--- src/rtl/mem_access_arbiter.sv ---
`default_nettype none
// ============================================================================
// Module   : mem_access_arbiter
// Purpose  : Shares one memory port between instruction fetch and load/store.
// Revision : 1.0 - initial release
// ============================================================================
module mem_access_arbiter #(
  parameter int WORD_SIZE     = 16,
  parameter int DATA_PRIORITY = 1,
  parameter int TIMEOUT       = 255,
  parameter int CNT_W         = 8
) (
  input  logic                 clk,
  input  logic                 reset,
  input  logic                 fetch_req,
  input  logic [WORD_SIZE-1:0] fetch_addr,
  output logic                 fetch_done,
  output logic [WORD_SIZE-1:0] fetch_data,
  input  logic                 data_req_read,
  input  logic                 data_req_write,
  input  logic [WORD_SIZE-1:0] data_addr,
  input  logic [WORD_SIZE-1:0] data_wdata,
  output logic                 data_done,
  output logic [WORD_SIZE-1:0] data_rdata,
  output logic                 sig_fetch,
  output logic                 sig_read,
  output logic                 sig_write,
  output logic [WORD_SIZE-1:0] address_fetch_out,
  output logic [WORD_SIZE-1:0] address_data_out,
  output logic [WORD_SIZE-1:0] data_write_out,
  input  logic [WORD_SIZE-1:0] mem_data_in,
  input  logic                 input_ready,
  output logic                 busy,
  output logic                 timeout_err
);

  typedef enum logic [1:0] {
    S_IDLE   = 2'd0,
    S_FETCH  = 2'd1,
    S_DREAD  = 2'd2,
    S_DWRITE = 2'd3
  } state_t;

  localparam logic             c_prio   = (DATA_PRIORITY != 0);
  localparam logic             c_tmo_en = (TIMEOUT != 0);
  localparam logic [CNT_W-1:0] c_tmo    = CNT_W'(TIMEOUT);
  localparam logic [CNT_W-1:0] c_one    = CNT_W'(1);

  state_t               r_state;
  state_t               w_next;
  logic                 r_last_data;
  logic [CNT_W-1:0]     r_cnt;
  logic                 r_sig_fetch, r_sig_read, r_sig_write;
  logic                 r_fetch_done, r_data_done;
  logic                 r_timeout_err;
  logic [WORD_SIZE-1:0] r_fetch_data, r_data_rdata;
  logic [WORD_SIZE-1:0] r_addr_fetch, r_addr_data, r_wdata;

  logic w_data_req, w_turn, w_grant_data, w_access, w_tmo_hit, w_start, w_end;

  assign w_data_req   = data_req_read | data_req_write;
  assign w_turn       = r_fetch_done | r_data_done;
  // With both pending and no data priority, grant whoever did not win last.
  assign w_grant_data = w_data_req & (~fetch_req | c_prio | ~r_last_data);
  assign w_access     = (r_state != S_IDLE);
  assign w_tmo_hit    = c_tmo_en & (r_cnt == c_tmo);
  assign w_start      = ~w_access & (w_next != S_IDLE);
  assign w_end        = w_access & (w_next == S_IDLE);

  always_comb begin
    w_next = r_state;
    case (r_state)
      S_IDLE: begin
        if (!w_turn) begin
          if (w_grant_data)   w_next = data_req_read ? S_DREAD : S_DWRITE;
          else if (fetch_req) w_next = S_FETCH;
        end
      end
      default: begin
        if (input_ready || w_tmo_hit) w_next = S_IDLE;
      end
    endcase
  end

  always_ff @(posedge clk) begin
    if (reset) begin
      r_state       <= S_IDLE;
      r_last_data   <= 1'b0;
      r_cnt         <= '0;
      r_sig_fetch   <= 1'b0;
      r_sig_read    <= 1'b0;
      r_sig_write   <= 1'b0;
      r_fetch_done  <= 1'b0;
      r_data_done   <= 1'b0;
      r_timeout_err <= 1'b0;
      r_fetch_data  <= '0;
      r_data_rdata  <= '0;
      r_addr_fetch  <= '0;
      r_addr_data   <= '0;
      r_wdata       <= '0;
    end else begin
      r_state      <= w_next;
      r_sig_fetch  <= (w_next == S_FETCH);
      r_sig_read   <= (w_next == S_DREAD);
      r_sig_write  <= (w_next == S_DWRITE);
      r_fetch_done <= w_end & (r_state == S_FETCH);
      r_data_done  <= w_end & (r_state != S_FETCH);

      if (w_start) begin
        r_cnt <= '0;
        if (w_next == S_FETCH) begin
          r_addr_fetch <= fetch_addr;
          r_last_data  <= 1'b0;
        end else begin
          r_addr_data <= data_addr;
          r_last_data <= 1'b1;
          if (w_next == S_DWRITE) r_wdata <= data_wdata;
        end
      end else if (w_access && !input_ready && !w_tmo_hit && (r_cnt != '1)) begin
        r_cnt <= r_cnt + c_one;
      end

      if (w_access && input_ready) begin
        if (r_state == S_FETCH) r_fetch_data <= mem_data_in;
        if (r_state == S_DREAD) r_data_rdata <= mem_data_in;
      end

      // A late input_ready in the timeout cycle still counts as a normal completion.
      if (w_access && !input_ready && w_tmo_hit) r_timeout_err <= 1'b1;
    end
  end

  assign sig_fetch         = r_sig_fetch;
  assign sig_read          = r_sig_read;
  assign sig_write         = r_sig_write;
  assign fetch_done        = r_fetch_done;
  assign data_done         = r_data_done;
  assign fetch_data        = r_fetch_data;
  assign data_rdata        = r_data_rdata;
  assign address_fetch_out = r_addr_fetch;
  assign address_data_out  = r_addr_data;
  assign data_write_out    = r_wdata;
  assign busy              = w_access;
  assign timeout_err       = r_timeout_err;

endmodule
`default_nettype wire

--- config.mk ---
export PLATFORM = sky130hd
export DESIGN_NAME = mem_access_arbiter
export DESIGN_NICKNAME = d
export VERILOG_FILES = /design/src/rtl/mem_access_arbiter.sv
export SDC_FILE = /design/constraint.sdc
export NUM_CORES = 1
export LEC_CHECK = 0
export ABC_AREA = 1
export BUFFER_PORTS_ARGS = -buffer_cell sky130_fd_sc_hd__buf_2
export CAP_MARGIN = 5
export CORE_ASPECT_RATIO = 1.2
export CORE_MARGIN = 1.5
export CORE_UTILIZATION = 47
export DETAILED_ROUTE_END_ITERATION = 16
export HOLD_SLACK_MARGIN = 0.12
export PLACE_DENSITY = 0.82
export SYNTH_ARGS = -nofsm -noshare
export SYNTH_HDL_FRONTEND = slang
export SYNTH_SLANG_ARGS = --single-unit
--- constraint.sdc ---
create_clock -name clk -period 2 [get_ports clk]
set_input_delay 0.3 -clock clk [delete_from_list [all_inputs] [get_ports clk]]
set_output_delay 0.3 -clock clk [all_outputs]
set_load 0.05 [all_outputs]
== After elaboration in Yosys (flattened, before gate mapping) ==
Cells that the tools add are included.
Word-level totals
  bits in registers: 96
  input port bits: 70
  output and inout port bits: 87
  word-level logic and storage cells: 54
Operators by class
  add/sub/neg operators: 1
  eq/ne operators: 8
  mux-type cells: 6
  bitwise operators: 8
  reduce and logical (&&, ||, !) cells: 18
Operators with widths (count)
  $mux W2: 5
  $add A8 B1 Y8 const B: 1
  $eq A8 B8 Y1 const B: 1
  $ne A8 B8 Y1 const B: 1
  $reduce_and A2 Y1: 4
  $eq A2 B2 Y1 const B: 3
  $logic_and A1 B1 Y1: 5
  $and A1 B1 Y1: 4
  $eq A2 B1 Y1 const B: 2
  $logic_not A2 Y1: 2
  $reduce_bool A2 Y1: 2
  $reduce_and A3 Y1: 1
  $logic_not A1 Y1: 2
  $ne A2 B1 Y1 const B: 1
  $not A1 Y1: 2
  $or A1 B1 Y1: 2
  $reduce_or A2 Y1: 1
  $logic_or A1 B1 Y1: 1
  $mux W1: 1

== Longest topological paths before layout ==
  depth in word-level cells: 7
  mapped depth: 10
  depth with buffers taken out: 10

== Worst setup path before layout ==
OpenSTA, ideal clock, no wires.
  path kind: register to register
  start: register r_data_done, in the netlist data_done
  end: register r_addr_fetch[11], in the netlist address_fetch_out[11]
  setup time: 0.132 ns
  data arrival time: 1.400 ns
  data required time: 1.868 ns
  path slack: 0.467 ns
  stages on the path, launching flop included: 9
  buffers on the path: 1
  clock period less this slack: 1.533 ns
  cells stage by stage: dfxtp_1 -> nor2_1 -> nand2_2 -> nor2_8 -> nor2_8 -> nand2_4 -> buf_6 -> nand2_1 -> a21oi_1
On the way
  longest elaborated chain between the ends: 6
  elaborated cells between the ends (all ways): 7
  those cells by class: 1 x eq/ne; 2 x mux; 2 x bitwise; 2 x reduce/logical
Ends and longest elaborated chain
  start, declared: RTL line 54  | logic r_fetch_done, r_data_done;
  start signal, assigned: RTL line 107  | r_data_done <= w_end & (r_state != S_FETCH);
  $or A1 B1 Y1 *: RTL line 62  | assign w_turn = r_fetch_done | r_data_done;
  $mux W2 *: RTL line 74  | if (!w_turn) begin
  $mux W2 *: RTL line 72  | case (r_state)
  $reduce_bool A2 Y1: RTL line 67  | assign w_start = ~w_access & (w_next != S_IDLE);
  $and A1 B1 Y1: RTL line 67
  $reduce_and A2 Y1 (no line) *
  end signal, assigned: RTL line 112  | r_addr_fetch <= fetch_addr;
  end, declared: RTL line 57  | logic [WORD_SIZE-1:0] r_addr_fetch, r_addr_data, r_wdata;
Mark *: on every way between the ends. The rest lies on a longest branch, timed or not.
A chain may end at the register's enable or synchronous reset.

== Final worst setup path ==
  start: register r_state[0]
  end: register r_cnt[7]
On the way
  longest elaborated chain between the ends: 7
  elaborated cells between the ends (all ways): 14
  those cells by class: 5 x mux; 2 x bitwise; 7 x reduce/logical
Ends and longest elaborated chain
  start, declared: RTL line 49  | state_t r_state;
  start signal, assigned: RTL line 102  | r_state <= w_next;
  $mux W2: RTL line 76  | else if (fetch_req) w_next = S_FETCH;
  $mux W2: RTL line 75  | if (w_grant_data) w_next = data_req_read ? S_DREAD : S_DWRITE;
  $mux W2: RTL line 74
  $mux W2: RTL line 72
  $reduce_bool A2 Y1: RTL line 67
  $and A1 B1 Y1: RTL line 67
  $reduce_or A2 Y1 (no line)
  end signal, assigned: RTL line 120  | r_cnt <= r_cnt + c_one;
  end, declared: RTL line 52  | logic [CNT_W-1:0] r_cnt;
Parallel ways exist; a longest one is shown, timed or not.

==> results.toml <==
[placement]
placed_cells = 692
io_buffer_count = 156
finalWeightedCongestion = 0.794
place_worst_setup_slack_ns = 0.287
hpwlAfterDp_um = 6760

[logic_synthesis]
ys_seq_area_share_pct = 52.7
yosysMostFrequentCell = "dfxtp_1"
ys_ff_latch = 96
syn_area_sq_um = 3650
ys_top_cells_by_count = "dfxtp_1, nand2_1, a21oi_1"
synth_nets = 534
ys.warnings.count = 0
synth.top_cell.area_share_pct = 52.7
synthMuxAreaShare_pct = 0
synthXorXnorAreaFrac_pct = 0.961
synth_top_family_by_area = "simple AND/OR/NAND/NOR gates"
avgSynthCellArea_sq_um = 7.88
synth_cell_type_count = 25
synth_compound_area_share_pct = 13.9
synth_edf_count = 0
synthFlopType = "dfxtp_1"
synthSimpleGateAreaFrac_pct = 24.6
synth_fa_ha_area_share_pct = 0.343
synth_top_cell_by_area = "dfxtp_1"
async_flop_share_pct = 0
synth_cells = 463
synth.area.top_cells = "dfxtp_1, a21oi_1, nand3_1, nand2_1, nor2_1"

[sta]
maxSlewHeadroom_pct = 65.0
fin_crit_ns = 1.72
setup_violations = 0
fin_skew_ns = 0.0124
fmax_mhz = 581
drv_slew = 0
worst_slew_pin_slew_ns = 0.524
hold_viol = 0
fin_crit_sh_pct = 86.0
rsz0062_at_grt = "false"
fin_ws_ns = 0.280
finalSetupTns_ns = 0

[detailed_routing]
drc = 0
dr.pass1.iters = 4
vias = 3536
post_drt_wl_per_cell_um = 12.9
drtIter0Drc = 140
detail-route-antenna-nets = 0
wirelength_um = 9150
viasPerCell = 4.99

[finish]
area_delta_synth_final_pct = 28.9
utilization_pct = 61.7
final_layout_size_suffix_gt1_share_pct = 31.3
final_cells = 708
diodes = 0
nets = 682
fillCellCount = 715

[global_routing]
grt_max_degree = 34
grt_pass1_vias = 3404
overflow = 0
antenna_found_initial = 0
grt_util_all_layers_pct = 22.1
grt_pass1_wl_um = 15100

[critical_path]
cp-end-kind = "flop"
r2r_start = "r_state[0]$_SDFF_PP0_"
r2r_slack_ns = 0.28
path_max_fanout = 17
worst_r2r_path_depth = 8
crit_path_start_kind = "flop"
required_ns = 2.24
crit_type = "reg -> reg"
crit_start = "r_state[0]$_SDFF_PP0_"
worst-endpoint-arrival_ns = 1.96

[cts]
cts_root_buffer = "clkbuf_8"
clkTransAtPathRegs_ns = 0.10
post_cts_buffers = 0
insertion_delay_ns = 0.35
cts_hold_buf = 0
clock-sinks = 96
cts_tree = "built"
post_cts_resized = 0
cts_buffers = 9
ctsHtreeMaxLevel = 3
clock_tree.buffer_depth = 2

[power_and_ir_drop]
peakVddDrop_mv = 0.600
p_clk_share_pct = 29.7
p_total_mw = 4.82
p_per_area_nw_per_um2 = 1030
power.internal_mw = 3.12
p_sw_mw = 1.71
p_seq_share_pct = 44.3
p_leak_nw = 2.21
switching_share_pct = 35.4
comb_power_share_pct = 26.0

[floorplanning]
die_h_um = 99.5
io_pins = 157
initial_core_util_pct = 47.9
placementRows = 35
core_area_sq_um = 7620
die_area_sq_um = 8300
die_w_um = 83.4

[hold_path]
hold_depth = 3
hp-start = "data_addr[9]"
hp-class = "in -> reg"

[flow_run]
drv_cap = 0

[outcome]
outcome = "completed"
flip-flops by register name, summed over array words and instances, names as in the netlist:
| name | cells |
|---|---|
| fetch_data | 16 |
| address_data_out | 16 |
| r_cnt | 8 |
| r_state | 2 |
| sig_write | 1 |
| data_rdata | 16 |
| data_write_out | 16 |
| address_fetch_out | 16 |
| data_done | 1 |
| sig_read | 1 |
| fetch_done | 1 |
| timeout_err | 1 |
| sig_fetch | 1 |
final timing paths:
kind                                      endpoint
setup / recovery             r_cnt[7]$_SDFFE_PP0P_
hold / removal    address_data_out[9]$_SDFFE_PP0P_
setup reg to reg             r_cnt[7]$_SDFFE_PP0P_
hold reg to reg         data_rdata[5]$_SDFFE_PP0P_
cell usage in the layout (no fill, tap or decap):
master | Yosys | routed
nand3_1 | 55 | 55
nor2_4 | 2 | 2
o21ai_0 | 33 | 33
nand2_2 | 2 | 2
inv_2 | 4 | 4
buf_2 | 9 | 156
nor2_1 | 53 | 53
clkbuf_8 | 0 | 10
nand2_1 | 70 | 70
dfxtp_1 | 96 | 96
buf_4 | 3 | 7
xor2_1 | 1 | 1
o21ai_1 | 1 | 1
o21a_1 | 1 | 1
xnor2_1 | 3 | 3
ha_1 | 1 | 1
nand2_4 | 2 | 2
nand4_1 | 3 | 3
nor2_2 | 2 | 2
inv_1 | 35 | 35
bufinv_16 | 0 | 2
nor3b_1 | 2 | 2
nor3_1 | 3 | 3
a21oi_1 | 66 | 66
inv_6 | 0 | 4
nor2_8 | 2 | 2
logic make-up (layout without fill, tap and decap cells):
family                   after synthesis  in the layout
AND/OR/NAND/NOR                      196            196
AO/OA/AOI/OAI                        101            101
flip-flops                            96             96
buffers and inverters                 65            218
XOR/XNOR                               4              4
adder cells (fa/ha/maj)                1              1
layout make-up:
| type | instances | area (sq um) | area share [%] |
|---|---|---|---|
| Timing Repair Buffer | 163 | 833 | 17.7 |
| Multi-Input combinational cell | 302 | 1450 | 30.9 |
| Inverter | 39 | 146 | 3.11 |
| Clock buffer | 10 | 138 | 2.93 |
| Tap cell | 92 | 115 | 2.45 |
| Clock inverter | 6 | 95.1 | 2.02 |
| Sequential cell | 96 | 1920 | 40.9 |
power by group through the flow:
| stage | combinational (mW) | sequential (mW) | clock (mW) |
|---|---|---|---|
| after detailed placement | 1.26 | 2.18 | 0 |
| final | 1.26 | 2.14 | 1.43 |
| after floorplan | 0.463 | 2.67 | 0 |
| after CTS | 1.26 | 2.14 | 1.47 |
| after global routing | 1.35 | 2.16 | 1.55 |
| after global placement | 1.24 | 2.17 | 0 |
worst max-delay path, cell delays in order (launching register included):
cell     delay [ns]
dfxtp_1        0.36
nor2_4         0.19
nand2_2        0.11
nor2_8         0.23
inv_2          0.21
nand2_4        0.15
nor2_1         0.09
nor2_4         0.19
nor2_1         0.07
per-stage QoR:
stage / area, sq um / hold slack (ns)
final: 4700 / 0.162
after global routing: 4700 / 0.162
after global placement: 4470 / 0.427
after detailed placement: 4470 / 0.434
after CTS: 4700 / 0.147
after floorplan: 3650 / 0.435
layer usage:
metal	vias up	global-route usage, %	wire [um]
met1	1619	24.6	3670
met2	105	41.3	4810
met5	-	0	0
met4	0	8.95	127
met3	8	4.56	541
li1	1804	-	-
Power figures use the tool's default switching activity.
